**config.mk**
```make
export PLATFORM = sky130hd
export DESIGN_NAME = four_way_link_merge_flat
export DESIGN_NICKNAME = d
export VERILOG_FILES = /design/src/rtl/four_way_link_merge_if.sv /design/src/rtl/four_way_link_merge.sv /design/src/flat_wrapper.sv
export SDC_FILE = /design/constraint.sdc
export NUM_CORES = 1
export LEC_CHECK = 0
export CAP_MARGIN = 40
export CORE_AREA = 4 4 61 63
export DETAILED_ROUTE_END_ITERATION = 7
export DIE_AREA = 0 0 65 67
export PLACE_DENSITY = 0.81
export SLEW_MARGIN = 30
export SYNTH_ARGS = -nofsm -noshare
export SYNTH_HDL_FRONTEND = slang
export SYNTH_SLANG_ARGS = --single-unit
```
**constraint.sdc**
```tcl
create_clock -name clk -period 4.5 [get_ports clk]
set_input_delay 1.35 -clock clk [delete_from_list [all_inputs] [get_ports clk]]
set_output_delay 1.35 -clock clk [all_outputs]
set_load 0.1 [all_outputs]
```
**src/rtl/four_way_link_merge_if.sv**
```systemverilog
// Point-to-point req/ack link carrying one packet per transfer.
// A transfer completes on the rising edge where req and ack are both high.
interface link_if #(parameter int PW = 8);
   logic          req;
   logic          ack;
   logic [PW-1:0] packet;

   modport sender   (output req, output packet, input ack);
   modport receiver (input req, input packet, output ack);
endinterface

```
**src/rtl/four_way_link_merge.sv**
```systemverilog
// Four-input merge: round-robin grant into an output FIFO; packet visible 1 cycle after accept.
// Backpressure: no acks while the FIFO is full (even on a same-cycle pop); FIFO always drains.
module four_way_link_merge #(
   parameter int BUFFER_DEPTH = 2,
   parameter int PW           = 8
) (
   input  logic                            clk,
   input  logic                            n_reset,
   input  logic                            enable,
   input  logic [3:0]                      input_mask,
   link_if.receiver                        input_link_0,
   link_if.receiver                        input_link_1,
   link_if.receiver                        input_link_2,
   link_if.receiver                        input_link_3,
   link_if.sender                          output_link,
   output logic [$clog2(BUFFER_DEPTH):0]   occupancy
);
   localparam int AW = $clog2(BUFFER_DEPTH);
   localparam int CW = AW + 1;

   logic [PW-1:0] mem [BUFFER_DEPTH];
   logic [AW-1:0] rd_ptr;
   logic [AW-1:0] wr_ptr;
   logic [CW-1:0] count;
   logic [CW-1:0] count_nxt;
   logic [1:0]    rr_ptr;

   logic [3:0]    req_v;
   logic [PW-1:0] pkt_v [4];
   logic [3:0]    elig;
   logic          full;
   logic          grant_vld;
   logic [1:0]    grant_idx;
   logic [1:0]    scan_idx;
   logic          push;
   logic          pop;

   assign req_v    = {input_link_3.req, input_link_2.req, input_link_1.req, input_link_0.req};
   assign pkt_v[0] = input_link_0.packet;
   assign pkt_v[1] = input_link_1.packet;
   assign pkt_v[2] = input_link_2.packet;
   assign pkt_v[3] = input_link_3.packet;

   assign full = (count == CW'(BUFFER_DEPTH));
   // Gating with n_reset drops acks the instant reset asserts, not at the next edge.
   assign elig = req_v & input_mask & {4{enable & n_reset & ~full}};

   always_comb begin
      grant_vld = 1'b0;
      grant_idx = 2'd0;
      scan_idx  = 2'd0;
      for (int i = 0; i < 4; i++) begin
         scan_idx = rr_ptr + 2'(i);
         if (!grant_vld && elig[scan_idx]) begin
            grant_vld = 1'b1;
            grant_idx = scan_idx;
         end
      end
   end

   assign input_link_0.ack = grant_vld && (grant_idx == 2'd0);
   assign input_link_1.ack = grant_vld && (grant_idx == 2'd1);
   assign input_link_2.ack = grant_vld && (grant_idx == 2'd2);
   assign input_link_3.ack = grant_vld && (grant_idx == 2'd3);

   assign output_link.req    = (count != '0);
   assign output_link.packet = (count != '0) ? mem[rd_ptr] : '0;

   assign push = grant_vld;
   assign pop  = (count != '0) && output_link.ack;

   always_comb begin
      count_nxt = count;
      if (push && !pop)
         count_nxt = count + CW'(1);
      else if (!push && pop)
         count_nxt = count - CW'(1);
   end

   always_ff @(posedge clk or negedge n_reset) begin
      if (!n_reset) begin
         rd_ptr    <= '0;
         wr_ptr    <= '0;
         count     <= '0;
         rr_ptr    <= 2'd0;
         occupancy <= '0;
      end else begin
         count     <= count_nxt;
         occupancy <= count_nxt;
         if (push) begin
            wr_ptr <= wr_ptr + AW'(1);
            rr_ptr <= grant_idx + 2'd1;
         end
         if (pop)
            rd_ptr <= rd_ptr + AW'(1);
      end
   end

   // Storage needs no reset: count gates every read.
   always_ff @(posedge clk) begin
      if (push)
         mem[wr_ptr] <= pkt_v[grant_idx];
   end
endmodule

```
**src/flat_wrapper.sv**
```systemverilog
// flat-port wrapper written by rule: the top's interface ports become plain ports
module four_way_link_merge_flat 
#(
   parameter int BUFFER_DEPTH = 2,
   parameter int PW           = 8
)
  (clk, n_reset, enable, input_mask, occupancy, input_link_0_req, input_link_0_packet, input_link_0_ack, input_link_1_req, input_link_1_packet, input_link_1_ack, input_link_2_req, input_link_2_packet, input_link_2_ack, input_link_3_req, input_link_3_packet, input_link_3_ack, output_link_req, output_link_packet, output_link_ack);
  link_if #(.PW(PW)) input_link_0_i ();
  link_if #(.PW(PW)) input_link_1_i ();
  link_if #(.PW(PW)) input_link_2_i ();
  link_if #(.PW(PW)) input_link_3_i ();
  link_if #(.PW(PW)) output_link_i ();
  input  logic clk;
  input  logic n_reset;
  input  logic enable;
  input  logic [3:0] input_mask;
  output logic [$clog2(BUFFER_DEPTH):0] occupancy;
  input wire logic [$bits(input_link_0_i.req)-1:0] input_link_0_req;
  input wire logic [$bits(input_link_0_i.packet)-1:0] input_link_0_packet;
  output wire logic [$bits(input_link_0_i.ack)-1:0] input_link_0_ack;
  input wire logic [$bits(input_link_1_i.req)-1:0] input_link_1_req;
  input wire logic [$bits(input_link_1_i.packet)-1:0] input_link_1_packet;
  output wire logic [$bits(input_link_1_i.ack)-1:0] input_link_1_ack;
  input wire logic [$bits(input_link_2_i.req)-1:0] input_link_2_req;
  input wire logic [$bits(input_link_2_i.packet)-1:0] input_link_2_packet;
  output wire logic [$bits(input_link_2_i.ack)-1:0] input_link_2_ack;
  input wire logic [$bits(input_link_3_i.req)-1:0] input_link_3_req;
  input wire logic [$bits(input_link_3_i.packet)-1:0] input_link_3_packet;
  output wire logic [$bits(input_link_3_i.ack)-1:0] input_link_3_ack;
  output wire logic [$bits(output_link_i.req)-1:0] output_link_req;
  output wire logic [$bits(output_link_i.packet)-1:0] output_link_packet;
  input wire logic [$bits(output_link_i.ack)-1:0] output_link_ack;
  assign input_link_0_i.req = input_link_0_req;
  assign input_link_0_i.packet = input_link_0_packet;
  assign input_link_0_ack = input_link_0_i.ack;
  assign input_link_1_i.req = input_link_1_req;
  assign input_link_1_i.packet = input_link_1_packet;
  assign input_link_1_ack = input_link_1_i.ack;
  assign input_link_2_i.req = input_link_2_req;
  assign input_link_2_i.packet = input_link_2_packet;
  assign input_link_2_ack = input_link_2_i.ack;
  assign input_link_3_i.req = input_link_3_req;
  assign input_link_3_i.packet = input_link_3_packet;
  assign input_link_3_ack = input_link_3_i.ack;
  assign output_link_req = output_link_i.req;
  assign output_link_packet = output_link_i.packet;
  assign output_link_i.ack = output_link_ack;
  four_way_link_merge #(.BUFFER_DEPTH(BUFFER_DEPTH), .PW(PW)) u_core (.clk(clk), .n_reset(n_reset), .enable(enable), .input_mask(input_mask), .input_link_0(input_link_0_i), .input_link_1(input_link_1_i), .input_link_2(input_link_2_i), .input_link_3(input_link_3_i), .output_link(output_link_i), .occupancy(occupancy));
endmodule
```
After elaboration in Yosys (flattened, before gate mapping):

Memory sizes are Yosys's and may differ from the RTL's.
Index checks and enable logic that the tools add are counted.

* equality and inequality tests: 4
* reductions and logical operators: 18
* bitwise gates (word level): 6
* $add $sub $neg: 8
* $lt $le $gt $ge: 5
* mux-type cells: 24

Operator list (number)
* 8-bit two-way mux: 3
* 8-bit binary-select mux with 2-bit select: 1
* 2-bit by 3-bit less-than comparator with 1-bit output, second input constant: 4
* 2-bit two-way mux: 6
* 1-bit logical AND: 10
* 1-bit two-way mux: 10
* 4-bit AND: 2
* 1-bit binary-select mux with 2-bit select: 4
* 2-bit by 1-bit adder with 2-bit output, second input constant: 3
* 2-bit equality test, second input constant: 3
* 1-bit logical NOT: 5
* 2-bit adder, second input constant: 2
* 2-bit nonzero test: 2
* 3-bit >= comparator, second input constant: 1
* 2-bit NOT with 3-bit output: 1
* 1-bit adder, second input constant: 2
* 1-bit AND: 2
* 2-bit by 1-bit equality test with 1-bit output, second input constant: 1
* 2-bit logical NOT: 1
* 2-bit by 1-bit subtractor with 2-bit output, second input constant: 1
* 1-bit NOT: 1

* input port bits: 44
* memory bits (writable): 16
* logic and storage cells: 70
* memories kept: 1
* register bits after elaboration: 6

Memories
* u_core.mem: words 2, bits a word 8, rd ports 1, clocked after Yosys merged registers in 0, wr ports 1, RTL line four_way_link_merge.sv:21 `logic [PW-1:0] mem [BUFFER_DEPTH];`

Logic depth before layout (Yosys ltp):

* depth after elaboration: 20
* gate-level depth with buffers: 7
* mapped depth without buffers: 7

Worst setup path after synthesis:

No wires, ideal clock.

* path type: input to output
* start: in input_link_1_req
* end: out input_link_3_ack
* stages: 4
* data required time: 3.150 ns
* path buffers: 1
* data arrival time: 2.900 ns
* path slack: 0.250 ns
* path through: a22oi_1 > o221a_2 > clkbuf_1 > and2_1

* word-level cells in the longest chain between the ends: 16
* elaborated cells on any way between the ends: 26
* those cells by class: eq/ne (1); mux (16); bitwise (2); reduce/logical (7)

Ends and longest elaborated chain
* start, declared: RTL line flat_wrapper.sv:21 `input wire logic [$bits(input_link_1_i.req)-1:0] input_link_1_req;`
* 4-bit AND (*) (2 in series): RTL line four_way_link_merge.sv:46 `assign elig = req_v & input_mask & {4{enable & n_reset & ~full}};`
* 1-bit binary-select mux with 2-bit select: RTL line four_way_link_merge.sv:54 `if (!grant_vld && elig[scan_idx]) begin`
* 1-bit two-way mux (not written as such): RTL line four_way_link_merge.sv:54
* 1-bit two-way mux: RTL line four_way_link_merge.sv:54
* 1-bit logical NOT: RTL line four_way_link_merge.sv:54
* 1-bit logical AND: RTL line four_way_link_merge.sv:54
* 1-bit two-way mux: RTL line four_way_link_merge.sv:54
* 1-bit logical NOT: RTL line four_way_link_merge.sv:54
* 1-bit logical AND: RTL line four_way_link_merge.sv:54
* 1-bit two-way mux: RTL line four_way_link_merge.sv:54
* 1-bit logical NOT: RTL line four_way_link_merge.sv:54
* 1-bit logical AND: RTL line four_way_link_merge.sv:54
* 2-bit two-way mux: RTL line four_way_link_merge.sv:54
* 2-bit equality test: RTL line four_way_link_merge.sv:64 `assign input_link_3.ack = grant_vld && (grant_idx == 2'd3);`
* 1-bit logical AND (*): RTL line four_way_link_merge.sv:64
* end, declared: RTL line flat_wrapper.sv:29 `output wire logic [$bits(input_link_3_i.ack)-1:0] input_link_3_ack;`

Every way passes the cells marked *; elsewhere a longest branch is shown, timed or not. The select of a mux whose other input is x is not followed.

Final worst setup path:

* start: in input_link_2_req
* end: out input_link_1_ack

* word-level cells in the longest chain between the ends: 16
* elaborated cells on any way between the ends: 26
* those cells by class: eq/ne (1); mux (16); bitwise (2); reduce/logical (7)

Ends and longest elaborated chain
* start, declared: RTL line flat_wrapper.sv:24 `input wire logic [$bits(input_link_2_i.req)-1:0] input_link_2_req;`
* 4-bit AND (*) (2 in series): RTL line four_way_link_merge.sv:46
* 1-bit binary-select mux with 2-bit select: RTL line four_way_link_merge.sv:54
* 1-bit two-way mux (not written as such): RTL line four_way_link_merge.sv:54
* 1-bit two-way mux: RTL line four_way_link_merge.sv:54
* 1-bit logical NOT: RTL line four_way_link_merge.sv:54
* 1-bit logical AND: RTL line four_way_link_merge.sv:54
* 1-bit two-way mux: RTL line four_way_link_merge.sv:54
* 1-bit logical NOT: RTL line four_way_link_merge.sv:54
* 1-bit logical AND: RTL line four_way_link_merge.sv:54
* 1-bit two-way mux: RTL line four_way_link_merge.sv:54
* 1-bit logical NOT: RTL line four_way_link_merge.sv:54
* 1-bit logical AND: RTL line four_way_link_merge.sv:54
* 2-bit two-way mux: RTL line four_way_link_merge.sv:54
* 2-bit by 1-bit equality test with 1-bit output: RTL line four_way_link_merge.sv:62 `assign input_link_1.ack = grant_vld && (grant_idx == 2'd1);`
* 1-bit logical AND (*): RTL line four_way_link_merge.sv:62
* end, declared: RTL line flat_wrapper.sv:23 `output wire logic [$bits(input_link_1_i.ack)-1:0] input_link_1_ack;`

Marks and branches as above.

==> flow_metrics.tcl <==
set metrics [dict create \
    skew_ns 0.00809 \
    port_buffers 58 \
    start_util_pct 43.4 \
    dp_worst_setup_slack_ns 0.246 \
    grt.busiest_layer "met2" \
    p_int_uw 561 \
    fp.dieH_um 67 \
    post-dp-hpwl_um 3570 \
    first_iter_violations 78 \
    globalplace.congestion 0.844 \
    rsz0062_at_grt "false" \
    grt_util_all_layers_pct 21.0 \
    grt.met1_usage_pct 22.3 \
    setup_ws_ns 0.242 \
    root_buffer "clkbuf_4" \
    path_max_fanout 9 \
    grt_pass1_vias 1505 \
    synth_seq_cells 22 \
    crit_path_start "input_link_2_req" \
    fill_cells 263 \
    min_from "u_core.wr_ptr" \
    syn_inst 135 \
    cp-start-kind "input pin" \
    met2_usage_pct 39.8 \
    syn_area_per_cell_sq_um 10.4 \
    fin_area_sq_um 2140 \
    worstSetupPathType "input pin to output pin" \
    routed_wl_um 4530 \
    placed_area_sq_um 2120 \
    cts_buffers 3 \
    hold_viol_final 0 \
    crit_path_max_incr_delay_ns 0.46 \
    slowest_stage "o21ba_1" \
    num_rows 21 \
    worstSetupEndpoint "input_link_1_ack" \
    reg2reg_to "u_core.mem[0][4]" \
    ant_nets 0 \
    finalPower_mw 1.28 \
    cts_setup_buffers 0 \
    synth_flop_cell "edfxtp_1" \
    maxSlewHeadroom_pct 43.9 \
    use_met3_pct 2.36 \
    critical_path_depth 5 \
    timing.setup.tns_ns 0 \
    slew_viol_final 0 \
    antenna_found_initial 0 \
    die_x_um 65 \
    io_pins 59 \
    final_cells 247 \
    synth-edff-count 16 \
    drv_cap 0 \
    p_leak_nw 0.804 \
    remaining_drc_errors 0 \
    layout.area.seq_sq_um 631 \
    powerDensity_nw_per_um2 598 \
    fmaxAchievable_mhz 235 \
    die_area_sq_um 4360 \
    r2r_slack_ns 2.26 \
    dr.pass1.iters 5 \
    hold_buffers 0 \
    gr-total-overflow 0 \
    wl_per_cell_um 18.3 \
    crit_buf_inv 2 \
    fin_crit_sh_pct 94.6 \
    clkLatencyLatePin_ns 0.31 \
    cts_max_level 1 \
    holdPathStages 1 \
    multi_input_area_sq_um 716 \
    comb_power_share_pct 66.6 \
    netSwitchingPower_uw 720 \
    min-delay-path-class "register to register" \
    area_growth_pct 52.9 \
    ir_worst_vdd_mv 0.222 \
    design.core.area_sq_um 3230 \
    cts_num_sinks 22 \
    antennaDiodeCount 0 \
    vias_per_cell 5.83 \
    synthArstFlopShare_pct 27.3 \
    crit_chain "clkdlybuf4s50_1 -> and4b_1 -> o21ba_1 -> and2_4 -> buf_12" \
    worstPathRequired_ns 3.15 \
    syn-num-nets 180 \
    p_clk_share_pct 7.2 \
    grt_max_degree 13 \
    clockBufferDepth 2 \
    setup_viol 0 \
    grt_pass1_wl_um 6910 \
    cts_tree "done" \
    yosys_warnings 0 \
    yosysUniqueCellTypes 40 \
    fin_nets 247 \
    syn-cell-area_sq_um 1400 \
    sw_frac_of_total_pct 56.2 \
    drive_gt1_share_pct 16.4 \
    outcome "complete, no violations" \
    reg2regPathDepth 3 \
    final.min_clock_period_ns 4.26 \
    tightest_slew_ns 0.840 \
    placed_cells 243 \
    cts_resized 0 \
    cp.arrival_ns 2.91 \
    clk_pin_slew_worst_paths_ns 0.11 \
    r2r-start "u_core.occupancy[1]" \
    num_vias 1439 \
    hold_slack_ns 0.505 \
    final_core_util_pct 66.3 \
    cp-end-kind "output pin" \
    ys_seq_area_share_pct 45.0 \
    seq_power_share_pct 26.1 \
    crit_family "buffers and inverters" \
]
state kept, by name (all words and copies together), names as in the netlist:
signal,count
u_core.mem,16
u_core.rr_ptr,2
u_core.rd_ptr,1
u_core.wr_ptr,1
u_core.occupancy,2
Yosys cell counts, drive strengths merged, types with 2 or more instances:
master / count / share of area (%)
nor3: 3 / 1.4
nand3: 17 / 6.1
inv: 2 / 0.54
xor2: 3 / 1.9
o211ai: 8 / 4.3
xnor2: 2 / 1.3
dfrtp: 6 / 11
and2: 3 / 1.5
nor2b: 2 / 0.89
edfxtp: 16 / 34
nor2: 11 / 2.9
a22o: 2 / 1.3
buf: 5 / 2.9
mux2i: 9 / 6.4
o21ai: 9 / 3.2
a22oi: 2 / 1.1
clkbuf: 2 / 0.54
or3: 2 / 0.89
nand4: 8 / 3.6
nand2: 7 / 1.9
worst reg2reg max path, cell delays in order (launching register included):
cell and delay [ns]:
dfrtp_1 0.44, nor2b_1 0.25, a311oi_2 0.52, nor2b_1 0.67
worst min-delay path by stage:
stage / slack, ns / endpoint
2_1_floorplan: 0.46 / u_core.wr_ptr
3_3_place_gp: 0.48 / u_core.wr_ptr
3_5_place_dp: 0.49 / u_core.wr_ptr
4_1_cts: 0.51 / u_core.wr_ptr
5_1_grt: 0.51 / u_core.wr_ptr
6_report: 0.50 / u_core.wr_ptr
cells by family (layout without fill, tap and decap cells):
logic type / Yosys count / count (layout) / share of synthesized area [%]
AOI/OAI and AO/OA: 30 / 30 / 17.1
buffers and inverters: 9 / 75 / 3.93
and+or+nand+nor: 59 / 59 / 23.6
xor gates and xnor gates: 5 / 5 / 3.13
adders and majority gates: 1 / 1 / 0.893
DFF: 22 / 22 / 45.0
muxes: 9 / 9 / 6.43
routing by layer:
layer | up-vias | part of all wire, % | routed length (um)
met1 | 675 | 36 | 1650
met5 | - | 0 | 0
met3 | 17 | 7.0 | 316
met2 | 91 | 54 | 2460
li1 | 656 | - | -
met4 | 0 | 2.3 | 103
cell type report:
class                           count  area share, %
Timing Repair Buffer               69           32.9
Tap cell                           46           2.69
Sequential cell                    22           29.4
Inverter                            2          0.350
Multi-Input combinational cell    104           33.4
Clock buffer                        4           1.23
power by group through the flow:
| stage | clock network, mW | registers, mW | logic (mW) |
|---|---|---|---|
| 2_1_floorplan | 0 | 0.358 | 0.582 |
| 3_3_place_gp | 0 | 0.335 | 0.792 |
| 3_5_place_dp | 0 | 0.338 | 0.852 |
| 4_1_cts | 0.0917 | 0.334 | 0.853 |
| 5_1_grt | 0.100 | 0.342 | 0.888 |
| 6_report | 0.0926 | 0.335 | 0.854 |
cells in the final DEF, fill, tap and decap left out, types with 2 or more instances in the layout:
cell type / count
xnor2_1: 2
a22o_1: 2
edfxtp_1: 16
nand2_1: 7
xor2_1: 3
o21ai_0: 9
nor2b_1: 2
buf_8: 3
inv_1: 2
and2_1: 2
a22oi_1: 2
dfrtp_1: 6
or3_1: 2
clkbuf_4: 3
mux2i_1: 9
nor3_1: 2
nand4_1: 8
nor2_1: 11
buf_4: 16
o211ai_1: 8
clkdlybuf4s50_1: 46
nand3_1: 17
buf_12: 4
(Power assumes the default switching activity.)
